[src/rtl/apb_timer_bank_if.sv]
// APB slave bus bundle for apb_timer_bank: zero-wait-state handshake,
// read/write data and error response.
interface apb_timer_bank_if #(
    parameter int TIMER_BITS = 8,
    parameter int ADDR_WIDTH = 4
);
    logic                  sel;
    logic                  enable;
    logic                  write;
    logic [ADDR_WIDTH-1:0] addr;
    logic [TIMER_BITS-1:0] wdata;
    logic [TIMER_BITS-1:0] rdata;
    logic                  ready;
    logic                  slverr;

    modport master (
        output sel, enable, write, addr, wdata,
        input  rdata, ready, slverr
    );

    modport slave (
        input  sel, enable, write, addr, wdata,
        output rdata, ready, slverr
    );
endinterface

[src/rtl/apb_timer_bank.sv]
// Bank of CHANNELS independent APB-programmable up-counters with pause/abort,
// periodic restart and per-channel IRQ. Optional prescaler: TIMER_PRESCALER_EN.
module apb_timer_bank #(
    parameter int CHANNELS   = 4,
    parameter int TIMER_BITS = 8,
    parameter int ADDR_WIDTH = 4
) (
    input  logic                clk,
    input  logic                reset,
    apb_timer_bank_if.slave     bus,
    output logic [CHANNELS-1:0] irq
);
    typedef enum logic [1:0] {
        ST_IDLE     = 2'd0,
        ST_RUNNING  = 2'd1,
        ST_COMPLETE = 2'd2,
        ST_PAUSED   = 2'd3
    } state_t;

    localparam int          TB  = TIMER_BITS;
    localparam logic [31:0] NCH = CHANNELS;

    logic          access_s;
    logic          wr_s;
    logic          rd_s;
    logic          err_s;
    logic          off3_err_s;
    logic [1:0]    off_s;
    logic [31:0]   ch_num_s;
    logic [TB-1:0] rd_val_s;
    logic [TB-1:0] val_s;

    logic          ctl_s;
    logic          stat_rd_s;
    logic          start_s;
    logic          stop_s;
    logic          tick_s;
    logic          done_s;
    logic          set_pend_s;
    logic [TB:0]   inc_s;

    state_t        state_r [CHANNELS];
    state_t        state_s [CHANNELS];
    logic [TB-1:0] goal_r  [CHANNELS];
    logic [TB-1:0] goal_s  [CHANNELS];
    logic [TB-1:0] curr_r  [CHANNELS];
    logic [TB-1:0] curr_s  [CHANNELS];
    logic [CHANNELS-1:0] periodic_r;
    logic [CHANNELS-1:0] periodic_s;
    logic [CHANNELS-1:0] irq_en_r;
    logic [CHANNELS-1:0] irq_en_s;
    logic [CHANNELS-1:0] pending_r;
    logic [CHANNELS-1:0] pending_s;
    logic [CHANNELS-1:0] irq_r;
    logic [CHANNELS-1:0] irq_s;
`ifdef TIMER_PRESCALER_EN
    logic [TB-1:0] presc_r [CHANNELS];
    logic [TB-1:0] presc_s [CHANNELS];
    logic [TB-1:0] pcnt_r  [CHANNELS];
    logic [TB-1:0] pcnt_s  [CHANNELS];
`endif

    // Address decode and error classification of the current access phase
    always_comb begin
        access_s = bus.sel & bus.enable;
        off_s    = bus.addr[1:0];
        ch_num_s = 32'(bus.addr[ADDR_WIDTH-1:2]);
`ifdef TIMER_PRESCALER_EN
        off3_err_s = 1'b0;
`else
        off3_err_s = (off_s == 2'd3);
`endif
        err_s = (ch_num_s >= NCH) | (bus.write & (off_s == 2'd2)) | off3_err_s;
        wr_s  = access_s & bus.write & ~err_s;
        rd_s  = access_s & ~bus.write & ~err_s;
    end

    // Read-data mux over the addressed channel
    always_comb begin
        rd_val_s = '0;
        val_s    = '0;
        for (int i = 0; i < CHANNELS; i++) begin
            case (off_s)
                2'd0:    val_s = TB'({1'b0, pending_r[i], irq_en_r[i], periodic_r[i],
                                      state_r[i], 2'b00});
                2'd1:    val_s = goal_r[i];
                2'd2:    val_s = curr_r[i];
`ifdef TIMER_PRESCALER_EN
                2'd3:    val_s = presc_r[i];
`else
                2'd3:    val_s = '0;
`endif
                default: val_s = '0;
            endcase
            rd_val_s = rd_val_s | ((ch_num_s == i) ? val_s : '0);
        end
    end

    // Zero-wait-state response; data is forced to 0 outside a clean access
    always_comb begin
        bus.ready  = access_s;
        bus.slverr = access_s & err_s;
        if (access_s && !err_s) begin
            bus.rdata = rd_val_s;
        end else begin
            bus.rdata = '0;
        end
    end

    // Per-channel control decode, counting and completion next-state
    always_comb begin
        ctl_s      = 1'b0;
        stat_rd_s  = 1'b0;
        start_s    = 1'b0;
        stop_s     = 1'b0;
        tick_s     = 1'b0;
        done_s     = 1'b0;
        set_pend_s = 1'b0;
        inc_s      = '0;
        for (int i = 0; i < CHANNELS; i++) begin
            state_s[i]    = state_r[i];
            goal_s[i]     = goal_r[i];
            curr_s[i]     = curr_r[i];
            periodic_s[i] = periodic_r[i];
            irq_en_s[i]   = irq_en_r[i];
`ifdef TIMER_PRESCALER_EN
            presc_s[i] = presc_r[i];
            pcnt_s[i]  = pcnt_r[i];
            tick_s     = (pcnt_r[i] == presc_r[i]);
`else
            tick_s     = 1'b1;
`endif
            ctl_s      = wr_s & (ch_num_s == i) & (off_s == 2'd0);
            stat_rd_s  = rd_s & (ch_num_s == i) & (off_s == 2'd0);
            start_s    = ctl_s & bus.wdata[0];
            stop_s     = ctl_s & bus.wdata[1];
            inc_s      = {1'b0, curr_r[i]} + {{TB{1'b0}}, 1'b1};
            // Compare one bit wider so a saturated CURR still completes instead of wrapping
            done_s     = (inc_s >= {1'b0, goal_r[i]});
            set_pend_s = 1'b0;

            case (state_r[i])
                ST_IDLE, ST_COMPLETE: begin
                    if (start_s && !stop_s) begin
                        state_s[i] = ST_RUNNING;
                        curr_s[i]  = '0;
`ifdef TIMER_PRESCALER_EN
                        pcnt_s[i]  = '0;
`endif
                    end else if (stat_rd_s && (state_r[i] == ST_COMPLETE)) begin
                        state_s[i] = ST_IDLE;
                    end else begin
                        state_s[i] = state_r[i];
                    end
                end
                ST_PAUSED: begin
                    if (stop_s) begin
                        state_s[i] = ST_IDLE;
                        curr_s[i]  = '0;
                    end else if (start_s) begin
                        state_s[i] = ST_RUNNING;
                    end else begin
                        state_s[i] = ST_PAUSED;
                    end
                end
                ST_RUNNING: begin
                    // A STOP on the same edge as a tick swallows that tick
                    if (stop_s) begin
                        state_s[i] = ST_PAUSED;
                    end else if (tick_s) begin
`ifdef TIMER_PRESCALER_EN
                        pcnt_s[i] = '0;
`endif
                        if (done_s) begin
                            set_pend_s = 1'b1;
                            if (periodic_r[i]) begin
                                curr_s[i] = '0;
                            end else begin
                                state_s[i] = ST_COMPLETE;
                                curr_s[i]  = goal_r[i];
                            end
                        end else begin
                            curr_s[i] = inc_s[TB-1:0];
                        end
                    end else begin
`ifdef TIMER_PRESCALER_EN
                        pcnt_s[i] = pcnt_r[i] + TB'(1);
`endif
                        curr_s[i] = curr_r[i];
                    end
                end
                default: begin
                    state_s[i] = ST_IDLE;
                end
            endcase

            if (ctl_s) begin
                periodic_s[i] = bus.wdata[4];
                irq_en_s[i]   = bus.wdata[5];
            end else begin
                periodic_s[i] = periodic_r[i];
                irq_en_s[i]   = irq_en_r[i];
            end
            if (wr_s && (ch_num_s == i) && (off_s == 2'd1)) begin
                goal_s[i] = bus.wdata;
            end else begin
                goal_s[i] = goal_r[i];
            end
`ifdef TIMER_PRESCALER_EN
            if (wr_s && (ch_num_s == i) && (off_s == 2'd3)) begin
                presc_s[i] = bus.wdata;
            end else begin
                presc_s[i] = presc_r[i];
            end
`endif
            // A completion on the clearing edge keeps PENDING set
            pending_s[i] = (pending_r[i] & ~(ctl_s & bus.wdata[6])) | set_pend_s;
            irq_s[i]     = pending_s[i] & irq_en_s[i];
        end
    end

    // Channel registers with synchronous reset
    always_ff @(posedge clk) begin
        if (reset) begin
            for (int i = 0; i < CHANNELS; i++) begin
                state_r[i] <= ST_IDLE;
                goal_r[i]  <= '0;
                curr_r[i]  <= '0;
`ifdef TIMER_PRESCALER_EN
                presc_r[i] <= '0;
                pcnt_r[i]  <= '0;
`endif
            end
            periodic_r <= '0;
            irq_en_r   <= '0;
            pending_r  <= '0;
            irq_r      <= '0;
        end else begin
            for (int i = 0; i < CHANNELS; i++) begin
                state_r[i] <= state_s[i];
                goal_r[i]  <= goal_s[i];
                curr_r[i]  <= curr_s[i];
`ifdef TIMER_PRESCALER_EN
                presc_r[i] <= presc_s[i];
                pcnt_r[i]  <= pcnt_s[i];
`endif
            end
            periodic_r <= periodic_s;
            irq_en_r   <= irq_en_s;
            pending_r  <= pending_s;
            irq_r      <= irq_s;
        end
    end

    assign irq = irq_r;
endmodule
[src/flat_wrapper.sv]
// flat-port wrapper written by rule: the top's interface ports become plain ports
module apb_timer_bank_flat 
#(
    parameter int CHANNELS   = 4,
    parameter int TIMER_BITS = 8,
    parameter int ADDR_WIDTH = 4
)
  (clk, reset, irq, bus_sel, bus_enable, bus_write, bus_addr, bus_wdata, bus_rdata, bus_ready, bus_slverr);
  apb_timer_bank_if #(.TIMER_BITS(TIMER_BITS), .ADDR_WIDTH(ADDR_WIDTH)) bus_i ();
  input  logic clk;
  input  logic reset;
  output logic [CHANNELS-1:0] irq;
  input wire logic [$bits(bus_i.sel)-1:0] bus_sel;
  input wire logic [$bits(bus_i.enable)-1:0] bus_enable;
  input wire logic [$bits(bus_i.write)-1:0] bus_write;
  input wire logic [$bits(bus_i.addr)-1:0] bus_addr;
  input wire logic [$bits(bus_i.wdata)-1:0] bus_wdata;
  output wire logic [$bits(bus_i.rdata)-1:0] bus_rdata;
  output wire logic [$bits(bus_i.ready)-1:0] bus_ready;
  output wire logic [$bits(bus_i.slverr)-1:0] bus_slverr;
  assign bus_i.sel = bus_sel;
  assign bus_i.enable = bus_enable;
  assign bus_i.write = bus_write;
  assign bus_i.addr = bus_addr;
  assign bus_i.wdata = bus_wdata;
  assign bus_rdata = bus_i.rdata;
  assign bus_ready = bus_i.ready;
  assign bus_slverr = bus_i.slverr;
  apb_timer_bank #(.CHANNELS(CHANNELS), .TIMER_BITS(TIMER_BITS), .ADDR_WIDTH(ADDR_WIDTH)) u_core (.clk(clk), .reset(reset), .bus(bus_i), .irq(irq));
endmodule
[config.mk]
export PLATFORM = sky130hd
export DESIGN_NAME = apb_timer_bank_flat
export DESIGN_NICKNAME = d
export VERILOG_FILES = /design/src/rtl/apb_timer_bank_if.sv /design/src/rtl/apb_timer_bank.sv /design/src/flat_wrapper.sv
export SDC_FILE = /design/constraint.sdc
export NUM_CORES = 1
export LEC_CHECK = 0
export ABC_AREA = 1
export CAP_MARGIN = 30
export CORE_AREA = 3 3 114 116
export CTS_CLUSTER_SIZE = 25
export DETAILED_ROUTE_END_ITERATION = 6
export DIE_AREA = 0 0 117 119
export PLACE_DENSITY_LB_ADDON = 0.08
export REMOVE_ABC_BUFFERS = 1
export SYNTH_ARGS = -nofsm -noshare
export SYNTH_HDL_FRONTEND = slang
export SYNTH_SLANG_ARGS = --single-unit
[constraint.sdc]
create_clock -name clk -period 3.4 [get_ports clk]
set_input_delay 0.85 -clock clk [delete_from_list [all_inputs] [get_ports clk]]
set_output_delay 0.85 -clock clk [all_outputs]
set_load 0.01 [all_outputs]
## Word-level counts from Yosys, hierarchy flattened

Memories as Yosys holds them, arrays and structs flattened.
Index checks and enable logic that the tools add are counted.

- Bits in registers: 16
- Memory bits (writable): 72
- Output and inout port bits: 14
- Logic and storage cells: 237
- Memories: 3

Memories:

| name | depth | width | rd ports | clocked after memory_dff | wr ports | RTL line | source |
|---|---|---|---|---|---|---|---|
| u_core.curr_r | 4 | 8 | 4 | 0 | 4 | apb_timer_bank.sv:46 | `logic [TB-1:0] curr_r [CHANNELS];` |
| u_core.goal_r | 4 | 8 | 4 | 0 | 4 | apb_timer_bank.sv:44 | `logic [TB-1:0] goal_r [CHANNELS];` |
| u_core.state_r | 4 | 2 | 4 | 0 | 4 | apb_timer_bank.sv:42 | `state_t state_r [CHANNELS];` |

- Add/subtract/negate cells: 4
- Magnitude comparators: 4
- Eq/ne operators: 18
- Mux-type cells: 100
- Bitwise logic cells: 69
- Reductions and logical operators: 32

Operators with widths:

| cell | count |
|---|---|
| 8-bit 2-to-1 mux | 37 |
| 8-bit one-hot mux with 4 select lines | 4 |
| 8-bit one-hot mux with 3 select lines | 4 |
| 2-bit 2-to-1 mux | 32 |
| 1-bit bitwise AND | 43 |
| 8-bit by 1-bit adder with 9-bit output (second input constant) | 4 |
| 9-bit by 8-bit >= comparator with 1-bit output | 4 |
| 32-bit logical NOT | 1 |
| 2-bit == test (second input constant) | 12 |
| 8-bit OR | 3 |
| 2-bit one-hot mux with 3 select lines | 4 |
| 1-bit 2-to-1 mux | 19 |
| 1-bit logical AND | 17 |
| 1-bit OR | 17 |
| 2-bit by 1-bit == test with 1-bit output (second input constant) | 6 |
| 2-bit logical NOT | 5 |
| 2-bit OR reduction | 4 |
| 1-bit inverter | 6 |
| 1-bit logical NOT | 5 |

## Depth between registers and ports, before layout

- Word-level depth: 13
- Mapped depth: 20

## Worst setup path after synthesis

OpenSTA, ideal clock, no wires.

- Path kind: input -> output
- Start: input bus_addr[1]
- End: output bus_rdata[5]
- Arrival: 1.892 ns
- Data required time: 2.550 ns
- Path slack: 0.658 ns
- Stages: 8
- Cell sequence: buf_2 -> inv_1 -> nand2_1 -> buf_2 -> o221ai_1 -> o211ai_1 -> and3_1 -> a21oi_1

- Word-level cells in the longest chain between the ends: 7
- Elaborated cells between the ends (all ways): 20
- Classes of those cells: 3 x eq/ne; 9 x mux; 5 x bitwise; 3 x reduce/logical

Ends and longest elaborated chain:

| element | RTL line | source |
|---|---|---|
| start: declaration | flat_wrapper.sv:16 | `input wire logic [$bits(bus_i.addr)-1:0] bus_addr;` |
| 2-bit == test, or another cell as far along | apb_timer_bank.sv:71, apb_timer_bank.sv:83 |  |
| 8-bit one-hot mux with 4 select lines | apb_timer_bank.sv:83 | `case (off_s)` |
| 8-bit 2-to-1 mux | apb_timer_bank.sv:95 | `rd_val_s = rd_val_s \| ((ch_num_s == i) ? val_s : '0);` |
| 8-bit OR (3 in a row) | apb_timer_bank.sv:95 |  |
| 8-bit 2-to-1 mux * | apb_timer_bank.sv:103 | `if (access_s && !err_s) begin` |
| end: declaration | flat_wrapper.sv:18 | `output wire logic [$bits(bus_i.rdata)-1:0] bus_rdata;` |

Every way passes the cells marked *; elsewhere a longest branch is shown, timed or not.

## Worst setup path in the final report

Same ends and word-level chain as after synthesis.

==> flow_metrics.tcl <==
set metrics [dict create \
    ys.warnings.count 0 \
    placed_area_um2 6720 \
    clk_pin_slew_worst_paths_ns 0.06 \
    wl_met3_mm 1.23 \
    vdd_ir_drop_max_uv 238 \
    max_cap_viol_count 0 \
    crit_type "input pin to output pin" \
    cp_max_fo 26 \
    grt_use_total_pct 28.2 \
    grt_max_degree 49 \
    relSlewSlack_pct 55.6 \
    grt_overflow 0 \
    finalSetupViolCount 0 \
    tns_ns 0 \
    initial_utilization_pct 50.1 \
    synth_edf_count 0 \
    rows 40 \
    dp_hpwl_mm 14.5 \
    r2r_cells 14 \
    crit_required_ns 2.55 \
    dr.pass1.iters 5 \
    clk_latency_ns 0.35 \
    synthDistinctLibCells 39 \
    whs_path_depth 2 \
    final_max_slew_viol_count 0 \
    cts_tree "done" \
    clockBufferDepth 2 \
    antennaDiodeCount 0 \
    cp.arrival_ns 2.49 \
    yosys_most_used_dff "dfxtp_1" \
    cts-root-buf "clkbuf_16" \
    total_power_w 0.00229 \
    worst_pin_slew_ns 0.664 \
    finalHoldViolCount 0 \
    yosysTopAreaCell "dfxtp_1" \
    syn2layout_area_growth_pct 16.9 \
    yosysSeqAreaShare_pct 29.3 \
    drcViolationCount 0 \
    drt_iter0_drc 587 \
    routedWlPerCell_um 17.1 \
    fin_crit_sh_pct 98.3 \
    place_inst 1100 \
    ys_seq_elements 88 \
    cp-end-kind "output pin" \
    gp_congestion 0.962 \
    antenna_found_initial 0 \
    postCtsSetupRepairBufs 0 \
    syn_avg_cell_area_um2 6.60 \
    start_kind "input pin" \
    fillers 1190 \
    nets 1017 \
    viasPerCell 5.68 \
    synth.most_common_cell "nand2_1" \
    async_flop_share_pct 0 \
    htreeDepth 3 \
    cts_buffers 9 \
    netlist_area_um2 6020 \
    powerDensity_nw_per_um2 325 \
    die_width_um 117 \
    synthTopCellsByCount "nand2_1, inv_1, nand3_1, a21oi_1, dfxtp_1" \
    ant_nets 0 \
    die_y_um 119 \
    status "finished clean" \
    finalClockSkew_ns 0.00248 \
    grt_pass1_vias 5933 \
    synth_top_area_share_pct 29.3 \
    stdcell_count 1115 \
    wirelength_mm 19.0 \
    io_pins 31 \
    numPortBuffers 30 \
    core_um2 12000 \
    die-area_um2 13900 \
    via_count 6331 \
    rsz0062_at_grt "no" \
    min_period_ns 3.34 \
    final_area_um2 7040 \
    cts_num_sinks 88 \
    drive_gt1_share_pct 9.61 \
    grt_pass1_wl_mm 30.9 \
    synth_area_leaders "dfxtp_1, nand2_1, nand3_1, a21oi_1, inv_1" \
    leakagePower_nw 2.98 \
    highest_layer "met4" \
    met1_length_mm 8.83 \
    fmax_mhz 299 \
    wl_met2_mm 8.52 \
    worst_hold_path_type "flop to flop" \
    syn_inst 912 \
]
## worst paths after layout
kind / from / endpoint / slack (ns)
hold / removal: u_core.curr_r[0][23] / u_core.curr_r[0][23] / 0.47
hold reg to reg: u_core.curr_r[0][23] / u_core.curr_r[0][23] / 0.47
setup reg to reg: u_core.curr_r[0][0] / u_core.irq[0] / 0.51
setup / recovery: bus_addr[1] / bus_rdata[5] / 0.06
## critical path: stages
cell and delay [ns]:
dlygate4sd2_1 0.30, inv_1 0.08, nand2_1 0.08, buf_12 0.17
o221ai_1 0.19, o211ai_1 0.11, and3_1 0.21, a21oi_1 0.22
clkdlybuf4s15_1 0.27
## per-layer routing
layer | GRT usage (%) | up-vias
met2 | 43.3 | 222
met1 | 39.6 | 2923
met3 | 4.67 | 35
met5 | 0 | -
li1 | - | 3151
met4 | 9.61 | 0
## stage by stage
step / util (%) / hold WS [ns] / worst slack (ns)
after floorplan: - / 0.439 / 0.435
after global placement: 55.7 / 0.459 / -0.408
after detailed placement: 55.9 / 0.457 / -0.490
after CTS: 58.4 / 0.467 / 0.0616
after global routing: 58.6 / 0.484 / 0.0110
final: 58.6 / 0.469 / 0.0584
## cell type report
class                      count  area, um^2  area share (%)
clock buffer                  11         233            3.31
timing repair buffer          73         642            9.12
tap                          147         184            2.61
sequential                    88        1760            25.0
multi-input combinational    661        3650            51.9
inverter                     131         497            7.06
clock inverter                 4        70.1           0.996
## report_power, final
part	leakage, nW	switching, W	total [W]	internal, W
Sequential	0.709	0.00000195	0.00104	0.00103
Clock	0.149	0.000407	0.00104	0.000638
Combinational	2.12	0.000133	0.000205	0.0000721
Total	2.98	0.000542	0.00229	0.00174
## cells in the final DEF (no fill, tap or decap), types with 3 or more instances in the layout
| cell type | Yosys | layout |
|---|---|---|
| clkbuf_16 | 0 | 9 |
| a21oi_1 | 95 | 95 |
| nor2_4 | 6 | 6 |
| o21ai_0 | 79 | 78 |
| clkinv_1 | 4 | 4 |
| o21ai_1 | 2 | 3 |
| nand2_4 | 3 | 3 |
| nor2_1 | 43 | 43 |
| a41oi_1 | 7 | 4 |
| nand4_1 | 6 | 6 |
| inv_2 | 4 | 4 |
| buf_4 | 0 | 41 |
| nand2_2 | 4 | 4 |
| a41oi_2 | 0 | 3 |
| nand3_1 | 99 | 99 |
| inv_1 | 123 | 122 |
| nand2_1 | 203 | 203 |
| nand3_2 | 3 | 3 |
| o22ai_1 | 12 | 12 |
| dlygate4sd2_1 | 0 | 9 |
| nor3_1 | 6 | 6 |
| dfxtp_1 | 88 | 88 |
| o221ai_1 | 11 | 11 |
| ha_1 | 36 | 36 |
| clkdlybuf4s50_1 | 0 | 18 |
| o211ai_1 | 6 | 6 |
| xor2_1 | 16 | 16 |
| nand3b_1 | 6 | 6 |
## flip-flops by register name, summed over array words and instances (netlist names)
signal             flops
u_core.curr_r         32
u_core.goal_r         32
u_core.irq             4
u_core.irq_en_r        4
u_core.pending_r       4
u_core.periodic_r      4
u_core.state_r         8
## kinds of logic (layout without fill, tap and decap cells)
| family | after synthesis | after routing | share of synthesized area [%] |
|---|---|---|---|
| AND/OR/NAND/NOR | 387 | 387 | 29.7 |
| XOR/XNOR | 16 | 16 | 2.33 |
| buffers and inverters | 163 | 219 | 10.4 |
| flip-flops | 88 | 88 | 29.3 |
| AO/OA/AOI/OAI | 222 | 222 | 20.8 |
| adder cells (fa/ha/maj) | 36 | 36 | 7.49 |
## repair_timing
action                                  in CTS  in global routing
hold buffers                                 0                  0
gates cloned                                 0                  0
pin swaps                                    0                  0
endpoints found under the setup margin       8                  6
resized for setup                           14                  5
Power figures use the tool's default switching activity.
